$ cat config.mk
export PLATFORM = sky130hd
export DESIGN_NAME = ps2_host_tx_flat
export DESIGN_NICKNAME = d
export VERILOG_FILES = /design/src/rtl/ps2_pkg.sv /design/src/rtl/ps2_host_tx_if.sv /design/src/rtl/ps2_line_sync.sv /design/src/rtl/ps2_host_tx.sv /design/src/flat_wrapper.sv
export SDC_FILE = /design/constraint.sdc
export NUM_CORES = 1
export LEC_CHECK = 0
export ABC_CLOCK_PERIOD_IN_PS = 4200
export CAP_MARGIN = 25
export CORE_MARGIN = 1.5
export CORE_UTILIZATION = 40
export CTS_CLUSTER_SIZE = 10
export DETAILED_ROUTE_END_ITERATION = 8
export SLEW_MARGIN = 10
export SYNTH_ARGS = -nofsm -noshare
export SYNTH_HDL_FRONTEND = slang
export SYNTH_SLANG_ARGS = --single-unit
$ cat constraint.sdc
create_clock -name CLOCK_50 -period 4.2 [get_ports CLOCK_50]
set_input_delay 0.84 -clock CLOCK_50 [delete_from_list [all_inputs] [get_ports CLOCK_50]]
set_output_delay 0.84 -clock CLOCK_50 [all_outputs]
set_load 0.02 [all_outputs]
$ cat src/rtl/ps2_pkg.sv
`default_nettype none
// ============================================================================
// Module   : ps2_pkg
// Brief    : Shared types, defaults and helpers for the PS/2 host transmitter.
// Revision : 1.0
// ============================================================================
package ps2_pkg;

    typedef enum logic [2:0] {
        IDLE      = 3'd0,
        INHIBIT   = 3'd1,
        RTS       = 3'd2,
        SHIFT     = 3'd3,
        ACK       = 3'd4,
        WAIT_IDLE = 3'd5
    } state_t;

    // 120 us inhibit and 15 ms timeout at 50 MHz
    localparam int unsigned c_INHIBIT_CYCLES = 6000;
    localparam int unsigned c_TIMEOUT_CYCLES = 750000;

    function automatic logic odd_parity(input logic [7:0] b);
        return ~^b;
    endfunction

endpackage
`default_nettype wire

$ cat src/rtl/ps2_host_tx_if.sv
`default_nettype none
// ============================================================================
// Module   : ps2_host_tx_if
// Brief    : Requester handshake for the PS/2 host transmitter.
// Revision : 1.0
// ============================================================================
interface ps2_host_tx_if;

    logic [7:0] tx_data;
    logic       tx_valid;
    logic       tx_ready;
    logic       tx_done;
    logic       tx_err;

    modport master (
        output tx_data, tx_valid,
        input  tx_ready, tx_done, tx_err
    );

    modport slave (
        input  tx_data, tx_valid,
        output tx_ready, tx_done, tx_err
    );

endinterface
`default_nettype wire

$ cat src/rtl/ps2_line_sync.sv
`default_nettype none
// ============================================================================
// Module   : ps2_line_sync
// Brief    : 2-flop synchronizer and registered falling-edge pulse for one
//            PS/2 line.
// Revision : 1.0
// ============================================================================
module ps2_line_sync (
    input  wire logic clk,
    input  wire logic rst_n,
    input  wire logic i_pin,
    output logic      o_sync,
    output logic      o_fe
);

    logic r_meta;
    logic r_sync;
    logic r_sync_d;
    logic r_fe;

    // Idle PS/2 lines float high, so reset to 1 to avoid a spurious edge
    always_ff @(posedge clk or negedge rst_n) begin
        if (!rst_n) begin
            r_meta   <= 1'b1;
            r_sync   <= 1'b1;
            r_sync_d <= 1'b1;
            r_fe     <= 1'b0;
        end else begin
            r_meta   <= i_pin;
            r_sync   <= r_meta;
            r_sync_d <= r_sync;
            r_fe     <= r_sync_d & ~r_sync;
        end
    end

    assign o_sync = r_sync;
    assign o_fe   = r_fe;

endmodule
`default_nettype wire

$ cat src/rtl/ps2_host_tx.sv
`default_nettype none
// ============================================================================
// Module   : ps2_host_tx
// Brief    : Host-to-device PS/2 command transmitter, open-drain line drive.
// Revision : 1.0
// ============================================================================
module ps2_host_tx
    import ps2_pkg::*;
#(
    parameter int unsigned INHIBIT_CYCLES = c_INHIBIT_CYCLES,
    parameter int unsigned TIMEOUT_CYCLES = c_TIMEOUT_CYCLES
) (
    input  wire logic    CLOCK_50,
    input  wire logic    RESET_N,
    ps2_host_tx_if.slave tx,
    input  wire logic    PS2_CLK_IN,
    input  wire logic    PS2_DAT_IN,
    output logic         ps2_clk_oe,
    output logic         ps2_dat_oe
);

    localparam int unsigned c_INH_W = (INHIBIT_CYCLES > 1) ? $clog2(INHIBIT_CYCLES) : 1;
    localparam int unsigned c_TO_W  = (TIMEOUT_CYCLES > 1) ? $clog2(TIMEOUT_CYCLES) : 1;
    localparam logic [c_INH_W-1:0] c_INH_LAST = c_INH_W'(INHIBIT_CYCLES - 1);
    localparam logic [c_TO_W-1:0]  c_TO_LAST  = c_TO_W'(TIMEOUT_CYCLES - 1);

    state_t             r_state;
    state_t             w_state_nxt;
    logic [9:0]         r_shift;
    logic [3:0]         r_bit_cnt;
    logic [c_INH_W-1:0] r_inh_cnt;
    logic [c_TO_W-1:0]  r_to_cnt;
    logic               r_idle_seen;
    logic               r_clk_oe;
    logic               r_dat_oe;
    logic               r_done;
    logic               r_err;

    logic w_clk_sync;
    logic w_clk_fe;
    logic w_dat_sync;
    logic w_dat_fe_unused;
    logic w_active;
    logic w_to_hit;
    logic w_shift_step;
    logic w_lines_idle;
    logic w_clk_oe_nxt;
    logic w_dat_oe_nxt;
    logic w_done_nxt;
    logic w_err_nxt;

    ps2_line_sync u_clk_sync (
        .clk    (CLOCK_50),
        .rst_n  (RESET_N),
        .i_pin  (PS2_CLK_IN),
        .o_sync (w_clk_sync),
        .o_fe   (w_clk_fe)
    );

    ps2_line_sync u_dat_sync (
        .clk    (CLOCK_50),
        .rst_n  (RESET_N),
        .i_pin  (PS2_DAT_IN),
        .o_sync (w_dat_sync),
        .o_fe   (w_dat_fe_unused)
    );

    assign w_active     = (r_state == RTS) || (r_state == SHIFT) ||
                          (r_state == ACK) || (r_state == WAIT_IDLE);
    assign w_to_hit     = w_active && !w_clk_fe && (r_to_cnt == c_TO_LAST);
    // Device edges 1..9 move data bits 0..7 and then parity onto the line
    assign w_shift_step = (r_state == SHIFT) && w_clk_fe && (r_bit_cnt < 4'd9);
    assign w_lines_idle = w_clk_sync && w_dat_sync;

    always_ff @(posedge CLOCK_50 or negedge RESET_N) begin
        if (!RESET_N) begin
            r_state <= IDLE;
        end else begin
            r_state <= w_state_nxt;
        end
    end

    always_comb begin
        w_state_nxt = r_state;
        case (r_state)
            IDLE:      if (tx.tx_valid) w_state_nxt = INHIBIT;
            INHIBIT:   if (r_inh_cnt == c_INH_LAST) w_state_nxt = RTS;
            RTS:       w_state_nxt = SHIFT;
            SHIFT:     if (w_clk_fe && (r_bit_cnt == 4'd9)) w_state_nxt = ACK;
            ACK:       if (w_clk_fe) w_state_nxt = WAIT_IDLE;
            WAIT_IDLE: if (r_idle_seen && w_lines_idle) w_state_nxt = IDLE;
            default:   w_state_nxt = IDLE;
        endcase
        if (w_to_hit) begin
            w_state_nxt = IDLE;
        end
    end

    always_comb begin
        w_clk_oe_nxt = (w_state_nxt == INHIBIT);
        w_dat_oe_nxt = 1'b0;
        w_done_nxt   = 1'b0;
        w_err_nxt    = w_to_hit;
        case (w_state_nxt)
            RTS:     w_dat_oe_nxt = 1'b1;
            SHIFT:   w_dat_oe_nxt = w_shift_step ? ~r_shift[0] : r_dat_oe;
            default: w_dat_oe_nxt = 1'b0;
        endcase
        // A timeout needs a quiet cycle, so it can never coincide with the ACK edge
        if ((r_state == ACK) && w_clk_fe) begin
            w_done_nxt = ~w_dat_sync;
            w_err_nxt  = w_dat_sync;
        end
    end

    always_ff @(posedge CLOCK_50 or negedge RESET_N) begin
        if (!RESET_N) begin
            r_shift     <= '0;
            r_bit_cnt   <= '0;
            r_inh_cnt   <= '0;
            r_to_cnt    <= '0;
            r_idle_seen <= 1'b0;
            r_clk_oe    <= 1'b0;
            r_dat_oe    <= 1'b0;
            r_done      <= 1'b0;
            r_err       <= 1'b0;
        end else begin
            if ((r_state == IDLE) && tx.tx_valid) begin
                r_shift <= {1'b1, odd_parity(tx.tx_data), tx.tx_data};
            end else if (w_shift_step) begin
                r_shift <= {1'b1, r_shift[9:1]};
            end

            if (w_state_nxt == RTS) begin
                r_bit_cnt <= '0;
            end else if (((r_state == SHIFT) || (r_state == ACK)) && w_clk_fe) begin
                r_bit_cnt <= r_bit_cnt + 4'd1;
            end

            if ((r_state == INHIBIT) && (w_state_nxt == INHIBIT)) begin
                r_inh_cnt <= r_inh_cnt + 1'b1;
            end else begin
                r_inh_cnt <= '0;
            end

            if (w_active && !w_clk_fe && !w_to_hit) begin
                r_to_cnt <= r_to_cnt + 1'b1;
            end else begin
                r_to_cnt <= '0;
            end

            r_idle_seen <= (r_state == WAIT_IDLE) && w_lines_idle;
            r_clk_oe    <= w_clk_oe_nxt;
            r_dat_oe    <= w_dat_oe_nxt;
            r_done      <= w_done_nxt;
            r_err       <= w_err_nxt;
        end
    end

    assign ps2_clk_oe  = r_clk_oe;
    assign ps2_dat_oe  = r_dat_oe;
    assign tx.tx_ready = (r_state == IDLE);
    assign tx.tx_done  = r_done;
    assign tx.tx_err   = r_err;

endmodule
`default_nettype wire

$ cat src/flat_wrapper.sv
// flat-port wrapper written by rule: the top's interface ports become plain ports
module ps2_host_tx_flat import ps2_pkg::*;
#(
    parameter int unsigned INHIBIT_CYCLES = c_INHIBIT_CYCLES,
    parameter int unsigned TIMEOUT_CYCLES = c_TIMEOUT_CYCLES
)
  (CLOCK_50, RESET_N, PS2_CLK_IN, PS2_DAT_IN, ps2_clk_oe, ps2_dat_oe, tx_tx_data, tx_tx_valid, tx_tx_ready, tx_tx_done, tx_tx_err);
  ps2_host_tx_if tx_i ();
  input  wire logic CLOCK_50;
  input  wire logic RESET_N;
  input  wire logic PS2_CLK_IN;
  input  wire logic PS2_DAT_IN;
  output logic ps2_clk_oe;
  output logic ps2_dat_oe;
  input wire logic [$bits(tx_i.tx_data)-1:0] tx_tx_data;
  input wire logic [$bits(tx_i.tx_valid)-1:0] tx_tx_valid;
  output wire logic [$bits(tx_i.tx_ready)-1:0] tx_tx_ready;
  output wire logic [$bits(tx_i.tx_done)-1:0] tx_tx_done;
  output wire logic [$bits(tx_i.tx_err)-1:0] tx_tx_err;
  assign tx_i.tx_data = tx_tx_data;
  assign tx_i.tx_valid = tx_tx_valid;
  assign tx_tx_ready = tx_i.tx_ready;
  assign tx_tx_done = tx_i.tx_done;
  assign tx_tx_err = tx_i.tx_err;
  ps2_host_tx #(.INHIBIT_CYCLES(INHIBIT_CYCLES), .TIMEOUT_CYCLES(TIMEOUT_CYCLES)) u_core (.CLOCK_50(CLOCK_50), .RESET_N(RESET_N), .tx(tx_i), .PS2_CLK_IN(PS2_CLK_IN), .PS2_DAT_IN(PS2_DAT_IN), .ps2_clk_oe(ps2_clk_oe), .ps2_dat_oe(ps2_dat_oe));
endmodule
* Word level (Yosys, flattened, before mapping)
Index checks and enable logic that the tools add are counted.
Widths: inputs -> output; s select.
** Word-level totals
- Bits in registers :: 61
- Bits of input ports :: 13
- Output and inout port bits :: 5
- Logic and storage cells :: 76
** Operators by class
- Add/subtract/negate cells :: 3
- Order comparisons :: 1
- Eq/ne operators :: 12
- Mux-type cells :: 17
- Bitwise logic cells :: 4
- Reduce and logical (&&, ||, !) cells :: 23
** Operator list (count)
- $add 20x1->20 const B :: 1
- $eq 20x20->1 const B :: 1
- $mux 10 :: 2
- $mux 20 :: 1
- $mux 3 :: 6
- $pmux 3 s6 :: 1
- $add 13x1->13 const B :: 1
- $eq 13x13->1 const B :: 1
- $logic_and 1x1->1 :: 13
- $mux 13 :: 1
- $eq 3x2->1 const B :: 4
- $mux 4 :: 2
- $reduce_xnor 8->1 :: 1
- $eq 3x1->1 const B :: 2
- $eq 3x3->1 const B :: 2
- $add 4x1->4 const B :: 1
- $eq 4x4->1 const B :: 1
- $logic_or 1x1->1 :: 4
- $lt 4x4->1 const B :: 1
- $reduce_bool 2->1 :: 2
- $logic_not 3->1 :: 1
- $mux 1 :: 3
- $not 1->1 :: 3
- $logic_not 1->1 :: 2
- 3 further kinds :: 3

* Logic depth before layout (Yosys ltp)
Gate-level depths: netlist of run 1.
- Word-level depth :: 10
- Mapped depth :: 8
- Mapped depth without buffers :: 7

* Hierarchy
Synthesis of run 1 repeated with hierarchy kept, for this count alone.
** Unflattened totals
- Cell total of the unflattened synthesis :: 288
- Area, all modules :: 2990.4 µm²
** Modules (own cells, without submodules)
- ps2_host_tx :: instances 1, cells each 278, area an instance 2755.1 µm², sequential area each 1376.3 µm²
- ps2_line_sync :: instances 2, cells each 5, area an instance 117.6 µm², sequential area each 103.8 µm²

* Worst setup path after synthesis of run 1
OpenSTA, ideal clock, no wires.
- Kind :: reg2out
- From :: register u_core.r_state[1]
- To :: output port tx_tx_ready
- Arrival :: 1.033 ns
- Data required time :: 3.360 ns
- Setup slack :: 2.327 ns
- Stages on the path, launching flop included :: 3
- Path through :: dfrtp_1 buf_2 nor3_1
** On the way
- Cells in the longest elaborated chain, start to end :: 1
** Ends and longest elaborated chain
- start, declared :: RTL line ps2_host_tx.sv:27 : state_t r_state;
- start signal, assigned :: RTL line ps2_host_tx.sv:79 : r_state <= w_state_nxt;
- $logic_not 3->1 :: RTL line ps2_host_tx.sv:162 : assign tx.tx_ready = (r_state == IDLE);
- end, declared :: RTL line flat_wrapper.sv:17 : output wire logic [$bits(tx_i.tx_ready)-1:0] tx_tx_ready;
No other way between the ends.

* Worst setup path after layout of run 1
Same ends and word-level chain as after synthesis.

==> flow_summary_export.csv, run 1 <==
group,metric,value,unit
critical_path,r2r-end,"u_core.r_shift[5]$_DFFE_PN0P_",
critical_path,r2r_slack,2.13,ns
detailed_routing,drt_iter0_drc,81,
timing,drv_slew,0,
timing,tns,0,ns
yosys,syn-num-nets,297,
timing,setup_viol,0,
timing,worstMarginPinSlew,0.807,ns
grt,grt_pass1_wl,8890,µm
pwr,power_frac_seq,51.0,%
clock_network,cts_tree,"built",
yosys,synth_edf_count,0,
pwr,power_density,392,nW/µm²
layout,nNetsFinal,320,
yosys,synth_simple_gate_area_share,23.6,%
pwr,switching_power,0.314,mW
timing,setup_slack,1.67,ns
placement,place_congestion,0.825,
timing,fin_worst_hold_slack,0.357,ns
yosys,synth_mux_area_share,3.42,%
grt,antenna_found_initial,0,
clock_network,cts_buffer_depth,2,
grt,grt_usage,14.9,%
layout,fillers,657,
critical_path,critPathCaptureType,"output port",
critical_path,worst-path-max-fanout,10,
clock_network,h-tree-depth,3,
floorplanning,core,7180,µm²
yosys,ys.flop_type,"dfrtp_1",
placement,place_area,3190,µm²
timing,slew_headroom,46.0,%
placement,port_buffers,17,
floorplanning,die-area,7840,µm²
timing,fmax,395,MHz
pwr,p_int,1.02,mW
yosys,syn_area_per_cell,10.5,µm²
detailed_routing,vias,1969,
yosys,synthAdderAreaFrac,2.14,%
layout,fin_area,3400,µm²
detailed_routing,routedWlPerCell,12.3,µm
yosys,yosysWarningCount,0,
floorplanning,die_x,88.6,µm
detailed_routing,viasPerCell,4.85,
pwr,sw_frac_of_total,23.6,%
critical_path,r2r-start,"u_core.r_state[1]$_DFF_PN0_",
min_path,hp-class,"flop to flop",
floorplanning,placementRows,31,
yosys,synth_xor_xnor_area_share,11.7,%
clock_network,clk_latency,0.33,ns
layout,syn_to_final_growth,16.1,%
clock_network,clock_sinks,61,
placement,hpwl,3490,µm
yosys,synth_area,2930,µm²
clock_network,cts-hold-fix-buffers,0,
detailed_routing,dr.pass1.iters,6,
floorplanning,die_h,88.6,µm
floorplanning,start_util,40.8,%
yosys,yosysSeqAreaShare,52.3,%
yosys,ys_seq_elements,61,
layout,final_common_cell,"dfrtp_1",
timing,fin_crit,2.53,ns
clock_network,cts-root-buf,"clkbuf_8",
critical_path,critical_path_class,"flop to output port",
grt,overflow,0,
critical_path,endpoint,"tx_tx_ready",
run,maxCapViolCount,0,
pwr,combPwrFrac,8.5,%
timing,fin_crit_sh,60.3,%
layout,diodes,0,
yosys,synth_cell_types,46,
timing,hold_viol,0,
grt,grt_pass1_vias,1952,
timing,fin_skew,0.0116,ns
clock_network,post_cts_resize_count,0,
yosys,async_flop_share,100,%
status,status,"completed",
critical_path,r2r_cells,4,
clock_network,post_cts_buffers,0,
layout,final_cell_mix,"dfrtp_1 (56), nor2_1 (47), nand2_1 (26), xor2_1 (21), xnor2_1 (18)",
layout,layout-drive-gt1-share,11.1,%
grt,grt_max_degree,33,
yosys,synth_compound_area_share,5.13,%
yosys,synth_top_family_by_area,"simple AND/OR/NAND/NOR gates",
detailed_routing,drc,0,
detailed_routing,ant_nets,0,
pwr,power_frac_clock,40.5,%
clock_network,cts-buffers-inserted,9,
timing,rsz0062_at_grt,"no",
critical_path,arrival,1.69,ns
critical_path,cp_data_required_time,3.36,ns
pwr,p_leak,1.43,nW
pwr,ir_drop,0.226,mV
detailed_routing,wirelength,5000,µm
critical_path,critPathLaunchType,"flop",
placement,dp_worst_setup_slack,1.47,ns
critical_path,critPathLaunch,"u_core.r_state[1]$_DFF_PN0_",
floorplanning,ios,18,
yosys,syn_inst,279,
clock_network,clk_pin_slew,0.06,ns
[how the worst min path moves through the flow]
stage,startpoint,endpoint,slack (ns),cells after the start
after floorplan,u_core.u_clk_sync.r_meta$_DFF_PN1_,u_core.u_clk_sync.o_sync$_DFF_PN1_,0.35,0
after global placement,u_core.u_dat_sync.r_meta$_DFF_PN1_,u_core.u_dat_sync.o_sync$_DFF_PN1_,0.35,0
after detailed placement,u_core.u_clk_sync.r_meta$_DFF_PN1_,u_core.u_clk_sync.o_sync$_DFF_PN1_,0.35,0
after CTS,u_core.u_clk_sync.r_meta$_DFF_PN1_,u_core.u_clk_sync.o_sync$_DFF_PN1_,0.36,0
after global routing,u_core.u_clk_sync.r_meta$_DFF_PN1_,u_core.u_clk_sync.o_sync$_DFF_PN1_,0.36,0
final,u_core.u_clk_sync.r_meta$_DFF_PN1_,u_core.u_clk_sync.o_sync$_DFF_PN1_,0.36,0
[cell type report]
class	instances	area [µm²]	area share (%)
clock buffers	13	169	4.97
inverters	4	15.0	0.442
multi-input cells	208	1350	39.6
clock inverters	3	42.5	1.25
repair buffers	18	173	5.08
flip-flops and latches	61	1530	45.1
well taps	99	124	3.64
[Yosys cell counts, drive strengths merged (5+ instances only)]
cell type | n | area [µm²]
nor2 | 47 | 176
ha | 5 | 62.6
o21ai | 9 | 45.0
nor4 | 5 | 58.8
nand3 | 13 | 65.1
and3 | 9 | 56.3
xnor2 | 18 | 158
nand4 | 8 | 56.3
dfrtp | 56 | 1400
dfstp | 5 | 131
mux2i | 10 | 100
nand2 | 27 | 104
xor2 | 21 | 184
[worst max-delay path: stages (launching register included)]
cell	delay (ns)
dfrtp_1	0.47
nor3_1	0.25
clkdlybuf4s50_1	0.65
[registers in the layout, summed over array words and instances, names as in the netlist, 3 cells and up]
| register | cells |
|---|---|
| u_core.r_to_cnt | 20 |
| u_core.r_inh_cnt | 13 |
| u_core.r_shift | 10 |
| u_core.r_bit_cnt | 4 |
| u_core.r_state | 3 |
[stage by stage]
step,power (mW),std cells,utilization [%]
6_report,1.33,406,47.4
2_1_floorplan,0.759,279,-
3_5_place_dp,0.805,390,44.4
3_3_place_gp,0.801,390,44.4
5_1_grt,1.40,406,47.4
4_1_cts,1.36,406,47.4
[power groups by stage]
stage	clock, mW	sequential [mW]	combinational, mW
after floorplan	0	0.680	0.0791
after CTS	0.560	0.679	0.117
after global routing	0.583	0.687	0.131
after detailed placement	0	0.689	0.116
final	0.540	0.679	0.113
after global placement	0	0.689	0.112
[routing by layer]
| layer | part of all wire [%] | global-route usage (%) | up-vias |
|---|---|---|---|
| met2 | 45 | 23.4 | 26 |
| met3 | 3.4 | 4.76 | 7 |
| li1 | - | - | 994 |
| met5 | 0 | 0 | - |
| met4 | 1.4 | 5.97 | 0 |
| met1 | 51 | 19.2 | 942 |
[cells by family (layout without fill, tap and decap cells)]
| logic type | after synthesis | in the layout |
|---|---|---|
| flip-flops | 61 | 61 |
| adder cells (fa/ha/maj) | 5 | 5 |
| multiplexers | 10 | 10 |
| AND/OR/NAND/NOR | 133 | 133 |
| AO/OA/AOI/OAI | 21 | 21 |
| buffers and inverters | 10 | 38 |
| XOR/XNOR | 39 | 39 |
(Power assumes the default switching activity.)
==> run 2: changes to the inputs <==
ABC_CLOCK_PERIOD_IN_PS = 2500   (was 4200)
clock period = 2.5 ns   (was 4.2 ns; I/O delays follow)
==> run 2 against run 1 <==
Compared with the run above: global-route usage up 0.63 points; utilization up 1.0 points; clock power rose by 110%; die area stayed put; final area grew 2.2%; critical endpoint unchanged.
==> flow_summary_export.csv, run 2 (same netlist as run 1, synthesis figures left out) <==
group,metric,value,unit
critical_path,cpMaxStageDelayCell,"clkdlybuf4s50_1",
clock_network,cts-buffers-inserted,9,
timing,setup_viol,0,
grt,grt_pass1_wl,9240,µm
floorplanning,ios,18,
detailed_routing,wirelength,5120,µm
critical_path,cp_num_buf_inv,1,
pwr,power_frac_clock,45.6,%
critical_path,critPathCaptureType,"output port",
pwr,ir_drop,0.386,mV
critical_path,slowest_delay,0.63,ns
floorplanning,start_util,40.8,%
critical_path,worst-path-max-fanout,10,
grt,grt_pass1_vias,1998,
placement,place_area,3220,µm²
grt,antenna_found_initial,0,
timing,fin_crit,2.20,ns
clock_network,cts-hold-fix-buffers,0,
detailed_routing,dr.pass1.iters,4,
layout,final_cell_mix,"dfrtp_1 (56), nor2_1 (47), nand2_1 (26), xor2_1 (21), xnor2_1 (18)",
pwr,sw_frac_of_total,21.9,%
clock_network,clock_sinks,61,
layout,fillers,660,
floorplanning,die_x,88.6,µm
floorplanning,placementRows,31,
detailed_routing,ant_nets,0,
critical_path,arrival,1.70,ns
timing,worstMarginPinSlew,0.531,ns
placement,port_buffers,17,
layout,fin_area,3480,µm²
critical_path,critPathLaunchType,"flop",
run,maxCapViolCount,0,
pwr,finalPower,2.45,mW
clock_network,post_cts_buffers,0,
floorplanning,die_h,88.6,µm
timing,setup_slack,0.297,ns
detailed_routing,vias,2012,
critical_path,cp_data_required_time,2.00,ns
min_path,hp-class,"input port to asynchronous set/reset pin",
floorplanning,die-area,7840,µm²
clock_network,cts_tree,"built",
clock_network,cts-root-buf,"clkbuf_8",
timing,fin_skew,0.00642,ns
floorplanning,core,7180,µm²
clock_network,h-tree-depth,3,
placement,place_congestion,0.743,
detailed_routing,viasPerCell,4.93,
timing,hold_viol,0,
timing,tns,0,ns
clock_network,cts_buffer_depth,2,
pwr,combPwrFrac,7.9,%
placement,dp_worst_setup_slack,0.639,ns
clock_network,clk_latency,0.33,ns
grt,grt_max_degree,62,
layout,layout-drive-gt1-share,11.7,%
pwr,power_frac_seq,46.5,%
timing,slew_headroom,64.3,%
clock_network,clk_pin_slew,0.07,ns
critical_path,r2r_slack,0.68,ns
pwr,power_density,706,nW/µm²
detailed_routing,drc,0,
layout,largest_registers,"u_core.r_to_cnt (20), u_core.r_inh_cnt (13), u_core.r_shift (10)",
critical_path,critical_path_class,"flop to output port",
timing,fmax,454,MHz
layout,regMostFlops,"u_core.r_to_cnt",
grt,grt_usage,15.5,%
pwr,switching_power,0.538,mW
timing,fin_crit_sh,88.1,%
layout,post-route-util,48.4,%
grt,overflow,0,
pwr,p_leak,1.47,nW
clock_network,post_cts_resize_count,0,
layout,syn_to_final_growth,18.7,%
layout,largest_reg_flops,20,
pwr,p_int,1.92,mW
detailed_routing,routedWlPerCell,12.5,µm
timing,drv_slew,0,
placement,hpwl,3440,µm
timing,rsz0062_at_grt,"no",
status,status,"completed",
layout,nNetsFinal,322,
layout,diodes,0,
layout,final_common_cell,"dfrtp_1",
detailed_routing,drt_iter0_drc,86,
critical_path,crit_family,"buffers and inverters",
critical_path,critical_path.cell_chain,"nor3_1 -> clkdlybuf4s50_1",
run 2: final cells by class:
cell class	instances	area, µm²	area share (%)
clock buffer	13	169	4.86
multi-input combinational	208	1350	38.7
tap	99	124	3.56
clock inverter	3	90.1	2.59
timing repair buffer	20	200	5.76
sequential	61	1530	44.1
inverter	4	15.0	0.432
run 2: power by group through the flow:
| stage | Clock [mW] | Combinational (mW) | Sequential (mW) |
|---|---|---|---|
| 3_5_place_dp | 0 | 0.199 | 1.16 |
| 6_report | 1.12 | 0.193 | 1.14 |
| 3_3_place_gp | 0 | 0.191 | 1.16 |
| 5_1_grt | 1.19 | 0.225 | 1.16 |
| 4_1_cts | 1.15 | 0.200 | 1.14 |
| 2_1_floorplan | 0 | 0.133 | 1.14 |
run 2: final timing paths:
| path | start | endpoint | depth (start not counted) |
|---|---|---|---|
| max in group asynchronous | RESET_N | u_core.u_clk_sync.r_sync_d$_DFF_PN1_ | 2 |
| setup reg to reg | u_core.r_to_cnt[10]$_DFF_PN0_ | u_core.r_state[0]$_DFF_PN0_ | 5 |
| hold / removal | RESET_N | u_core.r_bit_cnt[0]$_DFFE_PN0P_ | 2 |
| setup / recovery | u_core.r_state[1]$_DFF_PN0_ | tx_tx_ready | 2 |
| hold reg to reg | u_core.u_dat_sync.r_meta$_DFF_PN1_ | u_core.u_dat_sync.o_sync$_DFF_PN1_ | 0 |
| min in group CLOCK_50 | u_core.u_dat_sync.r_meta$_DFF_PN1_ | u_core.u_dat_sync.o_sync$_DFF_PN1_ | 0 |
run 2: worst register-to-register path: cells and delay by family (launching register included):
family           cells  cell delay (ns)
AND/OR/NAND/NOR      4             1.17
flip-flops           1             0.44
AO/OA/AOI/OAI        1             0.09
run 2: stage by stage:
step                cells  hold slack (ns)
floorplan             279            0.204
detailed placement    392            0.347
CTS                   408            0.173
global route          408            0.189
finish                408            0.160
global placement      392            0.348
run 2: layer usage:
metal	wire, µm	vias to the layer above	GRT usage (%)
li1	-	1004	-
met1	2570	964	21.1
met2	2240	35	23.2
met3	211	9	4.20
met4	101	0	7.24
met5	0	-	0
